$ cat src/rtl/instr_issue_buffer_if.sv
// Handshake bundle between fetch, the issue buffer and the control unit.
//   in_valid / in_opcode / in_ready    : fetch-side push handshake
//   out_valid / out_opcode / out_ready : control-unit-side pop handshake
//   flush                              : discard every queued opcode
// slave  : the issue buffer
// master : the environment driving it (fetch + control unit)
interface instr_issue_buffer_if #(
    parameter int OPCODE_W = 3
);
    logic                in_valid;
    logic [OPCODE_W-1:0] in_opcode;
    logic                in_ready;
    logic                out_valid;
    logic [OPCODE_W-1:0] out_opcode;
    logic                out_ready;
    logic                flush;

    modport slave (
        input  in_valid, in_opcode, out_ready, flush,
        output in_ready, out_valid, out_opcode
    );

    modport master (
        output in_valid, in_opcode, out_ready, flush,
        input  in_ready, out_valid, out_opcode
    );
endinterface

$ cat src/rtl/instr_issue_buffer.sv
// Instruction issue buffer: small FIFO between fetch and the low-power
// control unit. The head is presented on a registered out_opcode that holds
// its last value while empty so decode inputs stay quiet, and idle flags a
// run of IDLE_CYCLES empty cycles for clock gating.
// Ports:
//   clk, rst : clock, asynchronous active-high reset
//   bus      : handshake bundle (slave side)
//   count    : current occupancy
//   idle     : empty and unrequested for IDLE_CYCLES cycles
module instr_issue_buffer #(
    parameter int DEPTH       = 4,
    parameter int OPCODE_W    = 3,
    parameter int IDLE_CYCLES = 8
) (
    input  logic                       clk,
    input  logic                       rst,
    instr_issue_buffer_if.slave        bus,
    output logic [$clog2(DEPTH+1)-1:0] count,
    output logic                       idle
);
    localparam int CW = $clog2(DEPTH + 1);
    localparam int PW = $clog2(DEPTH);
    localparam int IW = $clog2(IDLE_CYCLES + 1);

    logic [OPCODE_W-1:0] mem [DEPTH];
    logic [PW-1:0]       rd_ptr;
    logic [PW-1:0]       wr_ptr;
    logic [PW-1:0]       rd_ptr_nxt;
    logic [IW-1:0]       idle_cnt;
    logic                out_valid_q;
    logic [OPCODE_W-1:0] out_opcode_q;
    logic                push;
    logic                pop;

    // in_ready depends only on local state, flush and rst, never on out_ready.
    assign bus.in_ready   = !rst && !bus.flush && (count < CW'(DEPTH));
    assign bus.out_valid  = out_valid_q;
    assign bus.out_opcode = out_opcode_q;

    assign push       = bus.in_valid && bus.in_ready;
    assign pop        = out_valid_q && bus.out_ready && !bus.flush;
    assign rd_ptr_nxt = rd_ptr + PW'(1);

    always_ff @(posedge clk) begin
        if (push) begin
            mem[wr_ptr] <= bus.in_opcode;
        end
    end

    always_ff @(posedge clk or posedge rst) begin
        if (rst) begin
            count        <= '0;
            rd_ptr       <= '0;
            wr_ptr       <= '0;
            out_valid_q  <= 1'b0;
            out_opcode_q <= '0;
        end else if (bus.flush) begin
            // out_opcode deliberately holds across a flush.
            count       <= '0;
            rd_ptr      <= '0;
            wr_ptr      <= '0;
            out_valid_q <= 1'b0;
        end else begin
            if (push) begin
                wr_ptr <= wr_ptr + PW'(1);
            end
            if (pop) begin
                rd_ptr <= rd_ptr_nxt;
            end
            case ({push, pop})
                2'b10: begin
                    count       <= count + CW'(1);
                    out_valid_q <= 1'b1;
                end
                2'b01: begin
                    count       <= count - CW'(1);
                    out_valid_q <= (count != CW'(1));
                end
                default: ;
            endcase
            // The new entry bypasses storage when it becomes the head on the
            // same edge it is written (empty, or sole entry being popped).
            if (push && ((count == '0) || (pop && count == CW'(1)))) begin
                out_opcode_q <= bus.in_opcode;
            end else if (pop && count > CW'(1)) begin
                out_opcode_q <= mem[rd_ptr_nxt];
            end
        end
    end

    always_ff @(posedge clk or posedge rst) begin
        if (rst) begin
            idle_cnt <= '0;
        end else if (count == '0 && !bus.in_valid) begin
            if (idle_cnt != IW'(IDLE_CYCLES)) begin
                idle_cnt <= idle_cnt + IW'(1);
            end
        end else begin
            idle_cnt <= '0;
        end
    end

    // Combinational release on in_valid lets gating wake in the same cycle.
    assign idle = (idle_cnt == IW'(IDLE_CYCLES)) && !bus.in_valid;

endmodule

$ cat src/flat_wrapper.sv
// flat-port wrapper written by rule: the top's interface ports become plain ports
module instr_issue_buffer_flat 
#(
    parameter int DEPTH       = 4,
    parameter int OPCODE_W    = 3,
    parameter int IDLE_CYCLES = 8
)
  (clk, rst, count, idle, bus_in_valid, bus_in_opcode, bus_out_ready, bus_flush, bus_in_ready, bus_out_valid, bus_out_opcode);
  instr_issue_buffer_if #(.OPCODE_W(OPCODE_W)) bus_i ();
  input  logic clk;
  input  logic rst;
  output logic [$clog2(DEPTH+1)-1:0] count;
  output logic idle;
  input wire logic [$bits(bus_i.in_valid)-1:0] bus_in_valid;
  input wire logic [$bits(bus_i.in_opcode)-1:0] bus_in_opcode;
  input wire logic [$bits(bus_i.out_ready)-1:0] bus_out_ready;
  input wire logic [$bits(bus_i.flush)-1:0] bus_flush;
  output wire logic [$bits(bus_i.in_ready)-1:0] bus_in_ready;
  output wire logic [$bits(bus_i.out_valid)-1:0] bus_out_valid;
  output wire logic [$bits(bus_i.out_opcode)-1:0] bus_out_opcode;
  assign bus_i.in_valid = bus_in_valid;
  assign bus_i.in_opcode = bus_in_opcode;
  assign bus_i.out_ready = bus_out_ready;
  assign bus_i.flush = bus_flush;
  assign bus_in_ready = bus_i.in_ready;
  assign bus_out_valid = bus_i.out_valid;
  assign bus_out_opcode = bus_i.out_opcode;
  instr_issue_buffer #(.DEPTH(DEPTH), .OPCODE_W(OPCODE_W), .IDLE_CYCLES(IDLE_CYCLES)) u_core (.clk(clk), .rst(rst), .bus(bus_i), .count(count), .idle(idle));
endmodule
$ cat config.mk
export PLATFORM = sky130hd
export DESIGN_NAME = instr_issue_buffer_flat
export DESIGN_NICKNAME = d
export VERILOG_FILES = /design/src/rtl/instr_issue_buffer_if.sv /design/src/rtl/instr_issue_buffer.sv /design/src/flat_wrapper.sv
export SDC_FILE = /design/constraint.sdc
export NUM_CORES = 1
export LEC_CHECK = 0
export CAP_MARGIN = 20
export CORE_ASPECT_RATIO = 1.1
export CORE_MARGIN = 4
export CORE_UTILIZATION = 45
export DETAILED_ROUTE_END_ITERATION = 6
export GPL_TIMING_DRIVEN = 0
export PLACE_DENSITY = 0.76
export SETUP_SLACK_MARGIN = 0.05
export SYNTH_ARGS = -nofsm -noshare
export SYNTH_HDL_FRONTEND = slang
export SYNTH_SLANG_ARGS = --single-unit
$ cat constraint.sdc
create_clock -name clk -period 2.2 [get_ports clk]
set_input_delay 0.44 -clock clk [delete_from_list [all_inputs] [get_ports clk]]
set_output_delay 0.44 -clock clk [all_outputs]
set_load 0.02 [all_outputs]
==> results_dict.tcl, run 1 <==
set metrics [dict create \
    outcome "finished, final reports clean" \
    drive_above_1_share_pct 15.9 \
    p_int_uw 804 \
    clkSinkCount 27 \
    path_cells "clkdlybuf4s50_1 -> clkbuf_2 -> nor3_1 -> clkdlybuf4s15_1" \
    num_antenna_cells 0 \
    hold_ws_ps 533 \
    h-tree-depth 1 \
    yosysUniqueCellTypes 29 \
    pin_count 17 \
    cts.clk_slew.worst_paths_ps 140 \
    ys.warnings.count 0 \
    seq_area_frac_synth_pct 53.9 \
    cts_root_buf "clkbuf_4" \
    fillers 244 \
    max_slew_margin_pct 61.6 \
    detail-route-antenna-nets 0 \
    cts_hold_buf 0 \
    grt_overflow_total 0 \
    nNetsFinal 151 \
    worstMarginPinSlew_ps 575 \
    switching_power_uw 352 \
    vias 877 \
    finalMaxSlewViolations 0 \
    setup_slack_ps 115 \
    max-cap-violations 0 \
    grt_pass1_wl_um 4360 \
    critical_path_class "in2out" \
    drt-vias-per-instance 5.32 \
    cp_top_family "buffers and inverters" \
    cp_max_fo 10 \
    clk_latency_ps 330 \
    coreArea_mm2 0.00283 \
    p_clk_share_pct 18.5 \
    vdd_drop_max_mv 0.503 \
    hold_class "reg2reg" \
    dpl_cell_area_mm2 0.00157 \
    fin_area_mm2 0.00161 \
    power.density_mw_per_mm2 718 \
    required_ps 1760 \
    finalSetupViolCount 0 \
    arrival_ps 1650 \
    finalHoldViolCount 0 \
    drcViolationCount 0 \
    routed_wl_um 2490 \
    r2r-start "u_core.count[2]$_DFFE_PP0P_" \
    place_ws_ps -396 \
    grt_usage_pct 14.8 \
    rsz0062_at_grt "false" \
    slowest_delay_ps 460 \
    period_share_pct 94.8 \
    wl_per_cell_um 15.1 \
    p_seq_share_pct 54.2 \
    reg2reg_depth 4 \
    r2r-end "u_core.bus.out_opcode[0]$_DFFE_PP0P_" \
    grt_pass1_vias 937 \
    critPathSlowestCell "clkdlybuf4s50_1" \
    max_freq_mhz 480 \
    synth_seq_cells 27 \
    drtIter0Drc 20 \
    synthesis.nets 128 \
    synth_area_mm2 0.00136 \
    min_path_cells 1 \
    dieArea_mm2 0.00398 \
    synthCells 110 \
    die_height_um 65.7 \
    hold_path_startpoint "u_core.bus.out_opcode[2]$_DFFE_PP0P_" \
    endpoint_kind "output port" \
    swShare_pct 30.5 \
    hold_end "u_core.bus.out_opcode[2]$_DFFE_PP0P_" \
    syn_avg_cell_area_um2 12.4 \
    hpwl_um 1850 \
    p_leak_nw 0.640 \
    antenna_found_initial 0 \
    cts_tree "done" \
    drt_pass1_iterations 4 \
    worst-r2r-setup-slack_ps 180 \
    cts.path.max_buffers 2 \
    start_util_pct 48.2 \
    grt_max_degree 16 \
    fin_skew_ps 9.20 \
    post-route-min-period_ps 2090 \
    p_comb_share_pct 27.3 \
    crit_path_start_kind "input pin" \
    crit_buf_inv 3 \
    die_x_um 60.5 \
    cts_made_buffers 3 \
    area_delta_synth_final_pct 18.1 \
    place.port_buffers 16 \
    gp_congestion 0.818 \
    num_rows 20 \
]
## stage by stage
step | TNS [ps] | instances | util (%) | total power, mW
after floorplan | 0 | 110 | - | 0.819
after global placement | -3830 | 159 | 55.4 | 0.943
after detailed placement | -4870 | 159 | 55.4 | 0.956
after CTS | 0 | 163 | 56.4 | 1.16
after global routing | 0 | 165 | 56.9 | 1.22
final | 0 | 165 | 56.9 | 1.16
## sequential cells by signal, summed over array words and instances (netlist names)
name and count:
u_core.mem 12, u_core.idle_cnt 4, u_core.bus.out_opcode 3, u_core.count 3, u_core.rd_ptr 2, u_core.wr_ptr 2, u_core.bus.out_valid 1
## layout by cell type (no fill, tap or decap), types with 2 or more instances in the layout
cell type,n
inv_1,7
nor3_1,5
mux2_2,6
clkdlybuf4s50_1,13
edfxtp_1,12
a21oi_1,3
clkbuf_4,3
xor2_1,3
ha_1,10
a31oi_1,3
dfrtp_1,15
buf_4,2
nor4_1,2
nor2_1,6
xnor2_1,2
mux4_2,3
nand3_1,3
nand2_1,7
o21ai_0,5
and2_1,4
## worst max-delay path by stage
stage	from	end	slack, ps	depth (start not counted)
after global routing	u_core.idle_cnt[0]$_DFFE_PP0P_	idle	50	5
after CTS	u_core.idle_cnt[0]$_DFFE_PP0P_	idle	80	5
after floorplan	u_core.count[2]$_DFFE_PP0P_	u_core.bus.out_opcode[0]$_DFFE_PP0P_	230	4
after detailed placement	bus_in_valid	idle	-400	4
final	bus_flush	bus_in_ready	110	4
after global placement	bus_in_valid	idle	-370	4
## repair_timing
item | in CTS | in global routing
hold endpoints to repair | 0 | 0
resized for setup | 7 | 2
setup buffers | 0 | 2
setup endpoints to repair | 5 | 2
## layout make-up
| cell class | count | area (um^2) | share of cell area, % |
|---|---|---|---|
| multi-input cells | 73 | 591 | 36.7 |
| clock buffers | 3 | 22.5 | 1.40 |
| plain buffers | 3 | 13.8 | 0.855 |
| well taps | 33 | 41.3 | 2.56 |
| flip-flops and latches | 27 | 736 | 45.7 |
| inverters | 7 | 26.3 | 1.63 |
| clock inverters | 1 | 5.00 | 0.311 |
| repair buffers | 18 | 175 | 10.9 |
## layer usage
| layer | GRT usage, % | wire, um | vias to the layer above |
|---|---|---|---|
| met3 | 2.36 | 64 | 5 |
| met2 | 25.1 | 1300 | 13 |
| met4 | 5.69 | 47 | 0 |
| li1 | - | - | 440 |
| met5 | 0 | 0 | - |
| met1 | 18.5 | 1080 | 419 |
## cells in the mapped netlist, drive strengths merged
cell type / n / area (um^2)
dfrtp: 15 / 375
edfxtp: 12 / 360
ha: 10 / 125
inv: 7 / 26.3
nand2: 7 / 26.3
mux2: 6 / 67.6
nor2: 6 / 22.5
nor3: 5 / 25.0
o21ai: 5 / 25.0
a21oi: 4 / 31.3
and2: 4 / 25.0
a31oi: 3 / 18.8
clkbuf: 3 / 11.3
mux4: 3 / 67.6
nand3: 3 / 15.0
xor2: 3 / 26.3
nor4: 2 / 12.5
xnor2: 2 / 17.5
a31o: 1 / 8.76
nand2b: 1 / 6.26
nand4b: 1 / 8.76
nor2b: 1 / 6.26
nor3b: 1 / 7.51
nor4b: 1 / 8.76
nor4bb: 1 / 10.0
o21bai: 1 / 7.51
o31ai: 1 / 7.51
or4b: 1 / 13.8
## power by group through the flow
stage,registers (mW),logic [mW],clock network [mW]
3_5_place_dp,0.639,0.317,0
3_3_place_gp,0.634,0.309,0
5_1_grt,0.637,0.349,0.239
6_report,0.627,0.315,0.214
4_1_cts,0.628,0.316,0.217
2_1_floorplan,0.675,0.144,0
## kinds of logic (layout without fill, tap and decap cells)
family                   after synthesis  count (layout)  synth area share, %
AO/OA/AOI/OAI                         15              15                 7.25
XOR/XNOR                               5               5                 3.21
adder cells (fa/ha/maj)               10              10                 9.17
buffers and inverters                 10              32                 2.75
flip-flops                            27              27                 53.9
multiplexers                           9               9                 9.91
AND/OR/NAND/NOR                       34              34                 13.8
Power figures use the tool's default switching activity.
==> run 2, diff against run 1 <==
--- a/config.mk
+++ b/config.mk
@@ -13,6 +13,7 @@
 export GPL_TIMING_DRIVEN = 0
 export PLACE_DENSITY = 0.76
 export SETUP_SLACK_MARGIN = 0.05
+export SLEW_MARGIN = 10
 export SYNTH_ARGS = -nofsm -noshare
 export SYNTH_HDL_FRONTEND = slang
 export SYNTH_SLANG_ARGS = --single-unit
==> constraint.sdc (replaced) <==
create_clock -name clk -period 2.7 [get_ports clk]
set_input_delay 0.54 -clock clk [delete_from_list [all_inputs] [get_ports clk]]
set_output_delay 0.54 -clock clk [all_outputs]
set_load 0.02 [all_outputs]
==> results_dict.tcl, run 2 (synthesis results as in run 1) <==
set metrics [dict create \
    swShare_pct 30.3 \
    switching_power_uw 284 \
    path_cells "clkdlybuf4s50_1 -> nor4bb_1 -> clkbuf_1 -> dlygate4sd2_1" \
    area_delta_synth_final_pct 16.6 \
    r2r-start "u_core.count[2]$_DFFE_PP0P_" \
    crit_path_start_kind "input pin" \
    finalHoldViolCount 0 \
    min_path_cells 1 \
    outcome "finished, final reports clean" \
    grt_max_degree 16 \
    start_util_pct 48.2 \
    p_leak_nw 0.627 \
    place.port_buffers 16 \
    fin_cells 163 \
    drtIter0Drc 17 \
    drcViolationCount 0 \
    drt-vias-per-instance 5.32 \
    required_ps 2160 \
    grt_usage_pct 14.8 \
    nNetsFinal 149 \
    critical_path_class "in2out" \
    coreArea_mm2 0.00283 \
    largest_reg_flops 12 \
    max-cap-violations 0 \
    antenna_found_initial 0 \
    largestRegisters "u_core.mem x12, u_core.idle_cnt x4" \
    hold_path_startpoint "u_core.bus.out_opcode[2]$_DFFE_PP0P_" \
    cts_hold_buf 0 \
    slowest_delay_ps 530 \
    period_share_pct 93.1 \
    finalSetupViolCount 0 \
    hpwl_um 1850 \
    drt_pass1_iterations 4 \
    grt_pass1_vias 937 \
    seqCellArea_um2 736 \
    pin_count 17 \
    routed_wl_um 2410 \
    post-route-min-period_ps 2510 \
    reg2reg_depth 4 \
    hold_class "reg2reg" \
    grt_pass1_wl_um 4360 \
    use_met2_pct 25.1 \
    die_x_um 60.5 \
    worst-r2r-setup-slack_ps 670 \
    grt_overflow_total 0 \
    detail-route-antenna-nets 0 \
    clkSinkCount 27 \
    grt-busiest-layer "met2" \
    wl_per_cell_um 14.8 \
    h-tree-depth 1 \
    r2r-end "u_core.bus.out_opcode[0]$_DFFE_PP0P_" \
    finalMaxSlewViolations 0 \
    p_int_uw 655 \
    critPathSlowestCell "clkdlybuf4s50_1" \
    num_rows 20 \
    p_clk_share_pct 18.5 \
    cts_tree "done" \
    cts.path.max_buffers 2 \
    rsz0062_at_grt "false" \
    die_height_um 65.7 \
    layout_common_cells "dfrtp_1 (15), clkdlybuf4s50_1 (14), edfxtp_1 (12), ha_1 (10)" \
    cts_resized 2 \
    grt_use_met3_pct 2.36 \
    p_comb_share_pct 27.2 \
    postCtsSetupRepairBufs 0 \
    clk_latency_ps 330 \
    max_flop_register "u_core.mem" \
    hold_end "u_core.bus.out_opcode[2]$_DFFE_PP0P_" \
    vias 867 \
    drive_above_1_share_pct 12.3 \
    power.density_mw_per_mm2 590 \
    grt_use_met1_pct 18.5 \
    endpoint_kind "output port" \
    vdd_drop_max_mv 0.409 \
    num_antenna_cells 0 \
    max_freq_mhz 398 \
    p_seq_share_pct 54.4 \
    post-route-util_pct 56.2 \
    multiInputGateArea_um2 591 \
    cts.clk_slew.worst_paths_ps 140 \
    mostFrequentLayoutCell "dfrtp_1" \
    fin_skew_ps 9.12 \
    dieArea_mm2 0.00398 \
    cts_made_buffers 3 \
    cts_root_buf "clkbuf_4" \
    cp_max_fo 7 \
    dpl.cell_count 159 \
    p_total_uw 939 \
    max_slew_margin_pct 61.8 \
    fillers 248 \
    gp_congestion 0.818 \
    worstMarginPinSlew_ps 572 \
    setup_total_negative_slack_ps 0 \
    arrival_ps 1970 \
]
[run 2: layout make-up]
class                   instances  area share, %
clock buffers                   3           1.42
plain buffers                   3          0.708
well taps                      33           2.60
multi-input cells              73           37.1
repair buffers                 16           9.91
flip-flops and latches         27           46.3
inverters                       7           1.65
clock inverters                 1          0.315
[run 2: how the worst max path moves through the flow]
stage                           startpoint                                   end  slack, ps  depth (start not counted)
6_report                      bus_in_valid                                  idle        190                          4
5_1_grt                       bus_in_valid                                  idle        100                          4
4_1_cts                       bus_in_valid                                  idle        180                          4
3_5_place_dp                  bus_in_valid                                  idle       -100                          4
3_3_place_gp                  bus_in_valid                                  idle        -70                          4
2_1_floorplan  u_core.count[2]$_DFFE_PP0P_  u_core.bus.out_opcode[0]$_DFFE_PP0P_        730                          4
[run 2: metrics by stage]
stage          area, um^2  worst slack [ps]  hold slack [ps]
2_1_floorplan        1360               731              441
3_3_place_gp         1570             -73.8              496
3_5_place_dp         1570             -96.4              510
4_1_cts              1590               182              543
5_1_grt              1590              98.7              565
6_report             1590               187              532
[run 2: per-layer routing]
metal	vias up	routed length [um]
met2	13	1230
met3	5	57
li1	436	-
met5	-	0
met4	0	47
met1	413	1070
[run 2: power by group through the flow]
stage	clock network [mW]	registers, mW	logic (mW)
floorplan	0	0.550	0.117
global placement	0	0.517	0.252
detailed placement	0	0.521	0.258
CTS	0.177	0.512	0.258
global route	0.195	0.519	0.282
finish	0.173	0.510	0.255
[run 2: worst max-delay path: cells and delay by family]
kind,cells,cell delay [ps]
simple gates,1,310
buf+inv,3,1120
==> run 3, diff against run 2 <==
--- a/config.mk
+++ b/config.mk
@@ -13,7 +13,6 @@
 export GPL_TIMING_DRIVEN = 0
 export PLACE_DENSITY = 0.76
 export SETUP_SLACK_MARGIN = 0.05
-export SLEW_MARGIN = 10
 export SYNTH_ARGS = -nofsm -noshare
 export SYNTH_HDL_FRONTEND = slang
 export SYNTH_SLANG_ARGS = --single-unit
==> results of run 3 <==
No change in the layout: final DEF, timing and power equal those of run 2.
